[src/rtl/ucie_ctl_phy_csr_pkg.sv]
// Shared definitions for the UCIe PHY CSR bank: word offsets,
// the CTRL.START bit position, the word type and the byte-enable merge helper.
package ucie_ctl_phy_csr_pkg;

   typedef logic [31:0] csr_word_t;

   // Word indices (byte address / 4)
   localparam int CSR_CAP_OFS    = 0;
   localparam int CSR_CTRL_OFS   = 4;
   localparam int CSR_STATUS_OFS = 5;

   localparam int CTRL_START_BIT = 10;

   // Replace the bytes of old_w selected by be with the matching bytes of new_w
   function automatic csr_word_t be_merge(
      input csr_word_t  old_w,
      input csr_word_t  new_w,
      input logic [3:0] be
   );
      csr_word_t r;
      r = old_w;
      for (int n = 0; n < 4; n++) begin
         if (be[n]) r[8*n +: 8] = new_w[8*n +: 8];
      end
      return r;
   endfunction

endpackage

[src/rtl/ucie_ctl_phy_csr_w1c.sv]
// STATUS register: per-bit hardware set with write-1-to-clear; set beats clear.
// Ports: i_clk, i_rst_n, set (HW set pulses), clr (SW clear mask), status (contents).
module ucie_ctl_phy_csr_w1c
   import ucie_ctl_phy_csr_pkg::*;
#(
   parameter int STS_W = 8
) (
   input  logic             i_clk,
   input  logic             i_rst_n,
   input  logic [STS_W-1:0] set,
   input  logic [STS_W-1:0] clr,
   output logic [STS_W-1:0] status
);

   always_ff @(posedge i_clk or negedge i_rst_n) begin
      if (!i_rst_n) begin
         status <= '0;
      end else begin
         status <= set | (status & ~clr);
      end
   end

endmodule

[src/rtl/ucie_ctl_phy_csr_bank.sv]
// Word-organised PHY control/status register bank with byte-enabled writes,
// registered reads, error reporting, self-clearing CTRL.START and W1C STATUS.
// Ports: i_req/i_WR/i_addr/i_WDATA/i_BE access request; o_RDATA/o_rvalid/o_err
// completion one cycle later; i_clear_start_training_bit and i_status_set are
// hardware inputs; o_start_ucie_link_training and o_status reflect CTRL.START and STATUS.
module ucie_ctl_phy_csr_bank
   import ucie_ctl_phy_csr_pkg::*;
#(
   parameter int        NUM_WORDS = 16,
   parameter int        ADDR_W    = 8,
   parameter int        STS_W     = 8,
   parameter csr_word_t CAP_VALUE = 32'h0001_0001
) (
   input  logic              i_clk,
   input  logic              i_rst_n,
   input  logic              i_req,
   input  logic              i_WR,
   input  logic [ADDR_W-1:0] i_addr,
   input  logic [31:0]       i_WDATA,
   input  logic [3:0]        i_BE,
   input  logic              i_clear_start_training_bit,
   input  logic [STS_W-1:0]  i_status_set,
   output logic [31:0]       o_RDATA,
   output logic              o_rvalid,
   output logic              o_err,
   output logic              o_start_ucie_link_training,
   output logic [STS_W-1:0]  o_status
);

   localparam int IDX_W = $clog2(NUM_WORDS);

   localparam logic [IDX_W-1:0] CAP_IDX  = IDX_W'(CSR_CAP_OFS);
   localparam logic [IDX_W-1:0] CTRL_IDX = IDX_W'(CSR_CTRL_OFS);
   localparam logic [IDX_W-1:0] STS_IDX  = IDX_W'(CSR_STATUS_OFS);

   csr_word_t         mem [NUM_WORDS];
   logic [ADDR_W-3:0] word_idx;
   logic [IDX_W-1:0]  idx;
   logic              acc_err;
   logic              wr_ok;
   logic              rd_ok;
   logic              is_cap;
   logic              is_ctrl;
   logic              is_sts;
   csr_word_t         wmask;
   csr_word_t         rd_word;
   logic [STS_W-1:0]  sts_clr;
   logic [STS_W-1:0]  status;

   assign word_idx = i_addr[ADDR_W-1:2];
   assign idx      = word_idx[IDX_W-1:0];

   // Index compared one bit wider so NUM_WORDS == 2**(ADDR_W-2) still fits
   assign acc_err = (|i_addr[1:0]) ||
                    ({1'b0, word_idx} >= (ADDR_W-1)'(NUM_WORDS));

   assign wr_ok   = i_req & i_WR & ~acc_err;
   assign rd_ok   = i_req & ~i_WR & ~acc_err;
   assign is_cap  = (idx == CAP_IDX);
   assign is_ctrl = (idx == CTRL_IDX);
   assign is_sts  = (idx == STS_IDX);

   assign wmask   = be_merge('0, i_WDATA, i_BE);
   assign sts_clr = (wr_ok && is_sts) ? wmask[STS_W-1:0] : '0;

   ucie_ctl_phy_csr_w1c #(
      .STS_W (STS_W)
   ) u_status (
      .i_clk   (i_clk),
      .i_rst_n (i_rst_n),
      .set     (i_status_set),
      .clr     (sts_clr),
      .status  (status)
   );

   always_comb begin
      rd_word = mem[idx];
      if (is_cap) begin
         rd_word = CAP_VALUE;
      end else if (is_sts) begin
         rd_word = 32'(status);
      end
   end

   always_ff @(posedge i_clk or negedge i_rst_n) begin
      if (!i_rst_n) begin
         for (int i = 0; i < NUM_WORDS; i++) mem[i] <= '0;
      end else begin
         if (wr_ok && !is_cap && !is_sts) begin
            mem[idx] <= be_merge(mem[idx], i_WDATA, i_BE);
         end
         // HW clear only when no SW write to the START byte this cycle
         if (i_clear_start_training_bit &&
             !(wr_ok && is_ctrl && i_BE[1])) begin
            mem[CTRL_IDX][CTRL_START_BIT] <= 1'b0;
         end
      end
   end

   always_ff @(posedge i_clk or negedge i_rst_n) begin
      if (!i_rst_n) begin
         o_rvalid <= 1'b0;
         o_err    <= 1'b0;
         o_RDATA  <= '0;
      end else begin
         o_rvalid <= i_req;
         o_err    <= i_req & acc_err;
         o_RDATA  <= rd_ok ? rd_word : '0;
      end
   end

   assign o_start_ucie_link_training = mem[CTRL_IDX][CTRL_START_BIT];
   assign o_status = status;

endmodule

[config.mk]
export PLATFORM = sky130hd
export DESIGN_NAME = ucie_ctl_phy_csr_bank
export DESIGN_NICKNAME = d
export VERILOG_FILES = /design/src/rtl/ucie_ctl_phy_csr_pkg.sv /design/src/rtl/ucie_ctl_phy_csr_w1c.sv /design/src/rtl/ucie_ctl_phy_csr_bank.sv
export SDC_FILE = /design/constraint.sdc
export NUM_CORES = 1
export LEC_CHECK = 0
export CORE_MARGIN = 1.5
export CORE_UTILIZATION = 45
export DETAILED_ROUTE_END_ITERATION = 10
export SKIP_LAST_GASP = 1
export SYNTH_ARGS = -nofsm -noshare
export SYNTH_HDL_FRONTEND = slang
export SYNTH_SLANG_ARGS = --single-unit
[constraint.sdc]
create_clock -name i_clk -period 1.9 [get_ports i_clk]
set_input_delay 0.38 -clock i_clk [delete_from_list [all_inputs] [get_ports i_clk]]
set_output_delay 0.38 -clock i_clk [all_outputs]
set_load 0.1 [all_outputs]
==> impl_results.md <==
* Layout Cells excl Fill at 3,290
* Worst Path Buf+Inv at 4
* Antenna fix cells at 0
* Pwr dens at 901 nW/um2
* Critical-path maximum fanout at 50
* CTS tree: done
* #FFs+latches synth at 554
* DRC at 0
* Htree depth at 2
* Netlist cell types at 56
* Crit path launch: i_addr[1]
* Most frequent cells in the layout: dfrtp_1, a21oi_1, nor2_1
* Status: complete, no violations
* Max cap viols at 0
* Crit path capture type: flip-flop
* Fin Hold WS at 0.259 ns
* Layout Area Growth over Synthesis at 27.0%
* Setup TNS at 0 ns
* Comb power frac at 11.3%
* Period utilization at 97.5%
* Starting Density at 45.7%
* P_int at 20.9 mW
* Sequential share of the synthesized area at 57.4%
* Critical path launch point type: input port
* Total Wirelength at 71.1 mm
* Endpoints failing setup at 0
* I/O Buffers at 99
* Final ANT Viol Nets at 0
* Reg power frac at 45.1%
* Ports at 100
* Cells after Synth at 2,331
* Clk pwr share at 43.6%
* Net switching power at 6.72 mW
* Core footprint at 52,900 um2
* Crit-path max cell delay at 0.45 ns
* Worst-path clk slew at 0.06 ns
* Final core utilization at 58.1%
* Fmax at 540 MHz
* R2R Path Start: mem[218]
* Min Tclk post-route at 1.85 ns
* Clock Skews at 0.0239 ns
* Total track usage at 25.9%
* Layout cell share with drive strength beyond 1 at 22.3%
* Final Hold Viols at 0
* DRT Pass-1 Iters at 5
* Die width at 235 um
* Clk buf depth at 3
* Yosys warns at 0
* Drt via density at 5.66
* Die area at 55,100 um2
* Skew-Pair Late Insertion Delay at 0.63 ns
* Initial DRC Count at 1,546
* Net Count, Synth at 2,388
* CTS Sinks at 554
* Most common cell after layout, fill and taps aside: dfrtp_1
* Synth Cell Area at 24,200 um2
* TritonCTS Buffers at 59
* Global-route wire length before repair at 110 mm
* Root Buffer: clkbuf_16
* CP arrival at 2.39 ns
* Largest net degree at the start of global routing at 77
* Vias in the first global route at 18,500
* RD Place Congestion at 0.838
* # rows at 84
* Sequence of cells on the critical path: clkdlybuf4s50_1 -> nor4_4 -> buf_4 -> nand4_1 -> buf_4 -> nor3_4 -> buf_12 -> nor2_1 -> a21oi_1
* Setup CP Type: input port to flip-flop
* Pleak at 14.7 nW
* Worst-margin pin slew at 1.02 ns
* Hold Path Class: input port to async pin
* Crit-path most repeated cell: buf_4
* Nets at 2,611
* HPWL after detailed placement at 48.3 mm
* Overall via count from detail_route at 18,600
* Initial antenna violation count at 1
* Total gr overflow at 0
* Max-slew violation count at 0
* Net Sw Frac at 24.3%
* Placed Cells at 3,174
* Die height at 235 um
* Fill count at 4,341
* Slew HR at 32.0%
* Critical path's top delay family: buffers and inverters
* Synth Area per Inst at 10.4 um2
* CP Data Required Time at 2.44 ns
* Routed len/inst at 21.6 um
* Peak supply drop at 0.769 mV
* CP max-delay cell: clkdlybuf4s50_1
* RSZ-0062 raised after global routing: yes
==> per-stage QoR <==
step           setup slack (ns)  area [um2]  power, mW
6_report                 0.0473       30700       27.7
5_1_grt                -0.00508       30700       28.6
4_1_cts                  0.0651       30700       27.9
3_5_place_dp             -0.695       28500       15.8
3_3_place_gp             -0.666       28500       15.7
2_1_floorplan           -0.0650       24700       14.3
==> Yosys cell counts, drive strengths merged <==
library cell,number,share of area (%)
or2,4,0.10
buf,81,2.1
a22o,13,0.47
o311a,7,0.29
o22a,1,0.036
mux2,53,2.5
nand2,80,1.2
nor4b,1,0.062
mux2i,201,8.3
nor2,442,6.9
o22ai,25,0.65
nand4,7,0.21
o221ai,1,0.036
o31a,4,0.14
nor3b,1,0.031
nand2b,12,0.31
clkbuf,154,2.4
a32oi,20,0.82
xor2,1,0.036
dfrtp,554,57
mux4,2,0.19
o41a,4,0.19
nand3,33,0.68
o32ai,1,0.036
and2,3,0.078
a211oi,1,0.031
nor2b,5,0.13
inv,2,0.031
nor3,10,0.30
nor4,2,0.11
o21ai,50,1.0
and3,1,0.026
o32a,1,0.041
a221oi,21,0.81
a22oi,70,2.2
a21oi,439,9.1
a31oi,2,0.052
a21boi,21,1.0
o21bai,1,0.031
==> cells by family after synthesis <==
| group | Yosys count | synth area share (%) |
|---|---|---|
| compound gates | 682 | 16.9 |
| xor+xnor | 1 | 0.0362 |
| simple gates | 601 | 10.2 |
| mux | 256 | 11.0 |
| buf+inv | 237 | 4.49 |
| flops | 554 | 57.4 |
==> power groups by stage <==
stage / Clock (mW) / Combinational [mW] / Sequential (mW)
2_1_floorplan: 0 / 1.63 / 12.7
3_3_place_gp: 0 / 3.01 / 12.7
3_5_place_dp: 0 / 3.07 / 12.7
4_1_cts: 12.3 / 3.11 / 12.5
5_1_grt: 12.7 / 3.39 / 12.5
6_report: 12.1 / 3.12 / 12.5
==> repair_timing <==
action                                  in CTS  in global routing
gates cloned                                 2                  1
hold buffers                                 1                  0
pin swaps                                    1                  1
resized for setup                            4                  2
endpoints found under the setup margin      12                 10
endpoints found under the hold margin       64                  0
buffers inserted                             0                  3
==> state kept, by name (all words and copies together), names as in the netlist <==
signal and flops:
mem 511, o_RDATA 32, u_status.status 8, o_err 1
o_rvalid 1, o_start_ucie_link_training 1
==> per-layer routing <==
layer / vias to the layer above / track usage [%] / wire length (um)
met4: 0 / 8.01 / 1630
met3: 108 / 3.47 / 4100
met1: 9381 / 37.8 / 32600
met2: 527 / 40.1 / 32700
li1: 8593 / - / -
met5: - / 0 / 0
==> worst paths after layout <==
kind | endpoint | slack, ns | depth (start not counted)
max | mem[473] | 0.05 | 9
min | mem[368] | 0.26 | 2
max reg2reg | mem[378] | 0.18 | 5
min reg2reg | mem[484] | 0.37 | 0
max in group asynchronous | mem[343] | 0.74 | 3
min in group i_clk | o_RDATA[0] | 0.31 | 4
==> final cells by class <==
cell class,instances,area [um2],area share [%]
clock inverters,21,323,1.05
multi-input cells,1540,9680,31.5
clock buffers,88,1730,5.62
flip-flops and latches,554,13900,45.1
inverters,2,7.51,0.0244
repair buffers,397,4250,13.8
well taps,688,861,2.80
Note: power is estimated with default switching activity, not from simulation.
